`src/rtl/skid_pkg.sv`:
```
// Shared definitions for the skid_ready_stage block.
//
// Contents:
//   DEFAULT_DW    - default payload width in bits
//   DEFAULT_CNT_W - default width of the stall-cycle counter
//   sat_inc()     - saturating increment used by sat_counter.
//                   The helper works on 32-bit values, so counters built
//                   on it must be at most 32 bits wide.
package skid_pkg;

    localparam int DEFAULT_DW    = 8;
    localparam int DEFAULT_CNT_W = 16;

    // Adds one to value, but never goes past max_value.
    function automatic logic [31:0] sat_inc(input logic [31:0] value,
                                            input logic [31:0] max_value);
        return (value >= max_value) ? value : value + 32'd1;
    endfunction

endpackage

```
`src/rtl/sat_counter.sv`:
```
// Saturating event counter.
//
// The counter adds one on every cycle where i_inc is high. It stops at its
// all-ones value and does not wrap. i_clear is synchronous and has
// priority over i_inc.
//
// Ports:
//   i_clk    input  1  clock (posedge)
//   i_clear  input  1  synchronous clear, active high
//   i_inc    input  1  count this cycle
//   o_count  output W  current count
module sat_counter
    import skid_pkg::*;
#(
    parameter int W = DEFAULT_CNT_W
) (
    input  logic         i_clk,
    input  logic         i_clear,
    input  logic         i_inc,
    output logic [W-1:0] o_count
);

    localparam logic [W-1:0] MAX = '1;

    logic [W-1:0] count_q;
    logic [W-1:0] count_d;

    always_comb begin
        count_d = count_q;
        if (i_inc) begin
            count_d = W'(sat_inc(32'(count_q), 32'(MAX)));
        end
    end

    always_ff @(posedge i_clk) begin
        if (i_clear) begin
            count_q <= '0;
        end else begin
            count_q <= count_d;
        end
    end

    assign o_count = count_q;

endmodule

```
`src/rtl/skid_ready_stage.sv`:
```
// Valid/ready pipeline stage with a registered upstream ready.
//
// o_ready comes straight from a flop, so there is no combinational path
// from i_ready to o_ready. A one-entry skid register catches the beat that
// upstream sends in the same cycle the stall happens, because upstream
// still sees o_ready high in that cycle.
//
// Parameters:
//   DW         payload width
//   OPT_OUTREG 0 = o_valid/o_data are combinational (zero latency),
//              1 = o_valid/o_data are registered (one-cycle latency)
//   CNT_W      width of the saturating stall counter
//
// Ports:
//   i_clk        input  1      clock (posedge)
//   i_reset      input  1      synchronous reset, active high
//   i_valid      input  1      upstream beat valid
//   i_data       input  DW     upstream payload
//   o_ready      output 1      registered upstream ready
//   o_valid      output 1      downstream beat valid
//   o_data       output DW     downstream payload
//   i_ready      input  1      downstream ready
//   o_stall_cnt  output CNT_W  cycles with o_valid && !i_ready (saturating)
//   o_err        output 1      sticky upstream protocol violation
//
// Build option:
//   SKID_READY_PROTO_CHK_EN - when defined, o_err flags a stalled upstream
//   beat that is withdrawn or whose data changes before it is accepted.
//   When not defined, the checker is absent and o_err is tied to 0.
module skid_ready_stage
    import skid_pkg::*;
#(
    parameter int DW         = DEFAULT_DW,
    parameter int OPT_OUTREG = 0,
    parameter int CNT_W      = DEFAULT_CNT_W
) (
    input  logic             i_clk,
    input  logic             i_reset,
    input  logic             i_valid,
    input  logic [DW-1:0]    i_data,
    output logic             o_ready,
    output logic             o_valid,
    output logic [DW-1:0]    o_data,
    input  logic             i_ready,
    output logic [CNT_W-1:0] o_stall_cnt,
    output logic             o_err
);

    logic          r_valid_q;
    logic          r_valid_d;
    logic [DW-1:0] r_data_q;
    logic [DW-1:0] r_data_d;
    logic          ready_q;
    logic          ready_d;
    logic          out_valid_q;
    logic          out_valid_d;
    logic [DW-1:0] out_data_q;
    logic [DW-1:0] out_data_d;

    // Skid and output-register next state. i_ready always wins over a
    // capture, so a draining skid never also loads a new beat; the new
    // beat goes straight through (or into the output register) instead.
    always_comb begin
        r_valid_d   = r_valid_q;
        r_data_d    = r_data_q;
        out_valid_d = out_valid_q;
        out_data_d  = out_data_q;

        if (OPT_OUTREG == 0) begin
            if (i_ready) begin
                r_valid_d = 1'b0;
            end else if (i_valid && ready_q) begin
                r_valid_d = 1'b1;
                r_data_d  = i_data;
            end
        end else begin
            if (!out_valid_q || i_ready) begin
                out_valid_d = i_valid || r_valid_q;
                out_data_d  = r_valid_q ? r_data_q : i_data;
            end
            if (i_ready) begin
                r_valid_d = 1'b0;
            end else if (i_valid && ready_q && out_valid_q) begin
                r_valid_d = 1'b1;
                r_data_d  = i_data;
            end
        end

        // Ready for next cycle only if the skid will be empty.
        ready_d = !r_valid_d;
    end

    always_ff @(posedge i_clk) begin
        if (i_reset) begin
            r_valid_q   <= 1'b0;
            ready_q     <= 1'b0;
            out_valid_q <= 1'b0;
        end else begin
            r_valid_q   <= r_valid_d;
            ready_q     <= ready_d;
            out_valid_q <= out_valid_d;
        end
    end

    // Payload registers carry no reset; their valid bits guard them.
    always_ff @(posedge i_clk) begin
        r_data_q   <= r_data_d;
        out_data_q <= out_data_d;
    end

    always_comb begin
        o_valid = i_valid || r_valid_q;
        o_data  = r_valid_q ? r_data_q : i_data;
        if (OPT_OUTREG != 0) begin
            o_valid = out_valid_q;
            o_data  = out_data_q;
        end
    end

    assign o_ready = ready_q;

    sat_counter #(
        .W (CNT_W)
    ) u_stall_cnt (
        .i_clk   (i_clk),
        .i_clear (i_reset),
        .i_inc   (o_valid && !i_ready),
        .o_count (o_stall_cnt)
    );

`ifdef SKID_READY_PROTO_CHK_EN
    logic          stall_q;
    logic          stall_d;
    logic [DW-1:0] prev_data_q;
    logic [DW-1:0] prev_data_d;
    logic          err_q;
    logic          err_d;

    // A beat that was offered but not taken last cycle must still be
    // offered this cycle with identical data.
    always_comb begin
        stall_d     = i_valid && !ready_q;
        prev_data_d = i_data;
        err_d       = err_q;
        if (stall_q && (!i_valid || (i_data != prev_data_q))) begin
            err_d = 1'b1;
        end
    end

    always_ff @(posedge i_clk) begin
        if (i_reset) begin
            stall_q <= 1'b0;
            err_q   <= 1'b0;
        end else begin
            stall_q <= stall_d;
            err_q   <= err_d;
        end
    end

    always_ff @(posedge i_clk) begin
        prev_data_q <= prev_data_d;
    end

    assign o_err = err_q;
`else
    assign o_err = 1'b0;
`endif

endmodule

```
`config.mk`:
```
export PLATFORM = sky130hd
export DESIGN_NAME = skid_ready_stage
export DESIGN_NICKNAME = d
export VERILOG_FILES = /design/src/rtl/skid_pkg.sv /design/src/rtl/sat_counter.sv /design/src/rtl/skid_ready_stage.sv
export SDC_FILE = /design/constraint.sdc
export NUM_CORES = 1
export LEC_CHECK = 0
export BUFFER_PORTS_ARGS = -buffer_cell sky130_fd_sc_hd__clkbuf_2
export CAP_MARGIN = 20
export CORE_MARGIN = 5
export CORE_UTILIZATION = 30
export CTS_CLUSTER_DIAMETER = 100
export CTS_CLUSTER_SIZE = 16
export DETAILED_ROUTE_END_ITERATION = 10
export GPL_ROUTABILITY_DRIVEN = 0
export GPL_TIMING_DRIVEN = 0
export HOLD_SLACK_MARGIN = 0.06
export MAX_ROUTING_LAYER = met4
export PLACE_DENSITY = 0.52
export SLEW_MARGIN = 20
export SYNTH_ARGS = -nofsm -noshare
export SYNTH_HDL_FRONTEND = slang
export SYNTH_HIERARCHICAL = 1
export SYNTH_SLANG_ARGS = --single-unit
```
`constraint.sdc`:
```
create_clock -name i_clk -period 2.2 [get_ports i_clk]
set_input_delay 0.11 -clock i_clk [delete_from_list [all_inputs] [get_ports i_clk]]
set_output_delay 0.11 -clock i_clk [all_outputs]
set_load 0.05 [all_outputs]
```
==> impl_metrics.py <==
metrics = {
    "setup_path": {
        "start_kind": "register",
        "r2r-end": "u_stall_cnt/o_count[15]",
        "r2r_cells": 8,
        "cp_data_required_time_ns": 2.34,
        "r2r-start": "r_valid_q",
        "cp-end-kind": "register",
        "ff2ff_setup_slack_ns": 0.34,
        "cp_max_fo": 10,
        "crit_type": "reg -> reg",
        "crit_arrival_ns": 2.00,
    },
    "cells_and_area": {
        "layout_common_cells": "37 x clkbuf_2, 18 x dfxtp_1, 9 x a21oi_1, 9 x dlygate4sd3_1",
        "fin_cells": 225,
        "antenna_cells": 0,
        "postLayoutCoreUtil_pct": 39.4,
        "syn_to_final_growth_pct": 29.5,
        "final_common_cell": "clkbuf_2",
        "nNetsFinal": 187,
        "drive_above_1_share_pct": 39.3,
    },
    "synth": {
        "synth-main-ff-cell": "dfxtp_1",
        "synthXorXnorAreaFrac_pct": 0.670,
        "synth_top_family_by_area": "simple AND/OR/NAND/NOR gates",
        "synthMuxAreaShare_pct": 7.66,
        "synth_area_um2": 1310,
        "synth_cells": 123,
        "synthArstFlopShare_pct": 0,
        "ys_ff_latch": 26,
        "syn_nets": 136,
        "synth_edf_count": 8,
        "yosysWarnings": 6,
        "synth_compound_area_share_pct": 15.0,
        "syn_avg_cell_area_um2": 10.6,
        "synth.distinct_cells": 45,
        "synth_fa_ha_area_share_pct": 0.957,
        "synthSimpleGateAreaFrac_pct": 24.5,
        "ys_seq_area_share_pct": 45.9,
    },
    "die": {
        "rows": 24,
        "die_x_um": 76.0,
        "start_util_pct": 30.4,
        "fp.dieH_um": 76.0,
        "core_um2": 4290,
        "dieArea_um2": 5780,
        "io_pins": 39,
    },
    "route": {
        "routedWlPerCell_um": 14.3,
        "vias": 1137,
        "route.detailed.drc": 0,
        "ant_nets": 0,
        "drtPass1Iterations": 4,
        "vias_per_cell": 5.05,
        "drt-total-wl_mm": 3.21,
        "drtIter0Drc": 38,
    },
    "sta": {
        "hold_viol": 0,
        "fmax_mhz": 539,
        "skew_ns": 0.00214,
        "slew_headroom_pct": 57.5,
        "rsz0062_at_grt": "false",
        "min_period_ns": 1.86,
        "final.setup.tns_ns": 0,
        "worst_slack_ns": 0.345,
        "setup_viol": 0,
        "drv_slew": 0,
        "fin_crit_sh_pct": 84.3,
        "tightest_slew_ns": 0.635,
    },
    "global_routing": {
        "grt_pass1_wl_mm": 5.64,
        "grt_max_degree": 15,
        "antenna_found_initial": 0,
        "grtUsageTotal_pct": 11.8,
        "grt_overflow": 0,
        "grt_pass1_vias": 1161,
    },
    "power_and_ir_drop": {
        "power_frac_clock_pct": 29.2,
        "switching_share_pct": 26.6,
        "combPwrFrac_pct": 15.6,
        "p_int_mw": 0.676,
        "ir_drop_mv": 0.211,
        "p_switching_mw": 0.245,
        "seq_power_share_pct": 55.1,
        "finalPower_mw": 0.921,
        "p_leak_nw": 0.686,
        "pwr_density_cell_nw_per_um2": 544,
    },
    "clock_tree": {
        "cts_sinks": 26,
        "clockBufferDepth": 2,
        "cts_setup_buffers": 0,
        "cts_root_buffer": "clkbuf_8",
        "path_clk_slew_ns": 0.09,
        "cts_tree": "yes",
        "worstSkewPairLatency_ns": 0.26,
        "h-tree-depth": 1,
        "cts-buffers-inserted": 3,
    },
    "place": {
        "dp_cells": 212,
        "pre_cts_ws_ns": 0.344,
        "io_buffers": 37,
        "dp_hpwl_mm": 2.46,
    },
    "flow_run": {
        "maxCapViolCount": 0,
    },
    "min_path": {
        "holdPathStages": 2,
        "min_to": "r_valid_q",
        "hold_path.startpoint": "i_ready",
        "min_path_type": "in -> reg",
    },
    "outcome": {
        "outcome": "finished, final reports clean",
    },
}
-- sequential cells by signal, summed over array words and instances, names as in the netlist --
| signal | cells |
|---|---|
| o_ready | 1 |
| r_valid_q | 1 |
| u_stall_cnt/o_count | 16 |
| r_data_q | 8 |
-- repair_timing --
action / in CTS / in global routing
hold buffers: 9 / 0
resized for setup: 0 / 0
endpoints found under the hold margin: 9 / 0
-- cell usage after synthesis (2+ instances only) --
library cell / count / area share (%)
buf_4: 2 / 1.1
and3_1: 3 / 1.4
nand4_1: 6 / 2.9
a21oi_1: 9 / 3.4
or3_1: 4 / 1.9
mux2_2: 8 / 6.9
a211oi_1: 2 / 1.1
inv_1: 4 / 1.1
nor3_2: 2 / 1.5
dfxtp_1: 18 / 28
o31ai_1: 2 / 1.1
o21ai_1: 4 / 1.5
nand2_1: 7 / 2.0
nand4_2: 2 / 1.9
nor3_1: 2 / 0.77
nor2_1: 7 / 2.0
nand3_1: 2 / 0.77
or4_1: 2 / 1.1
o41ai_1: 2 / 1.3
edfxtp_1: 8 / 18
o311ai_0: 2 / 1.3
buf_6: 2 / 1.7
-- final cells by class --
class                      count  area [um2]
buffer                         7        50.0
clock buffer                   3        41.3
clock inverter                 1        3.75
fill                         436        2600
inverter                       4        15.0
multi-input combinational     86         642
sequential                    26         601
tap                           52        65.1
timing repair buffer          46         275
-- power groups by stage --
stage / Clock, mW / Combinational, mW / Sequential, mW
after CTS: 0.285 / 0.145 / 0.508
after global routing: 0.309 / 0.153 / 0.509
after detailed placement: 0 / 0.132 / 0.519
final: 0.269 / 0.144 / 0.508
after floorplan: 0 / 0.0817 / 0.533
after global placement: 0 / 0.128 / 0.519
-- routing by layer --
metal	vias to the layer above	wire length [um]	track usage, %
met2	39	1530	18.8
li1	568	-	-
met5	-	0	-
met3	2	192	3.19
met4	0	19	3.56
met1	528	1470	14.5
-- cells by family (layout without fill, tap and decap cells) --
logic type                 count (synthesis)  count (layout)
AOI/OAI and AO/OA                         28              28
muxes                                      9               9
buffers and inverters                     11              61
and+or+nand+nor                           46              46
adders and majority gates                  1               1
DFF                                       26              26
xor gates and xnor gates                   1               1
other                                      1               1
-- how the worst max path moves through the flow --
stage                                      start                 endpoint  slack, ns  cells past startpoint
after floorplan           u_stall_cnt/o_count[0]  u_stall_cnt/o_count[10]       0.29                      5
after global placement                 r_valid_q  u_stall_cnt/o_count[15]       0.39                      8
after detailed placement               r_valid_q  u_stall_cnt/o_count[15]       0.34                      8
after CTS                              r_valid_q  u_stall_cnt/o_count[15]       0.32                      8
after global routing                   r_valid_q  u_stall_cnt/o_count[15]       0.12                      8
final                                  r_valid_q  u_stall_cnt/o_count[15]       0.34                      8
-- metrics by stage --
step | hold WS, ns | cell area [um2]
finish | 0.0948 | 1690
global route | 0.100 | 1690
CTS | 0.0865 | 1690
detailed placement | 0.306 | 1560
global placement | 0.303 | 1560
floorplan | 0.187 | 1310
-- critical path, cell delays in order (launching register included) --
cell	delay, ns
dfxtp_1	0.33
buf_6	0.14
or2_4	0.13
nor2b_4	0.20
and3_1	0.16
buf_2	0.15
nand4_1	0.15
o311ai_0	0.34
o41ai_1	0.12
Note: power is estimated with default switching activity, not from simulation.
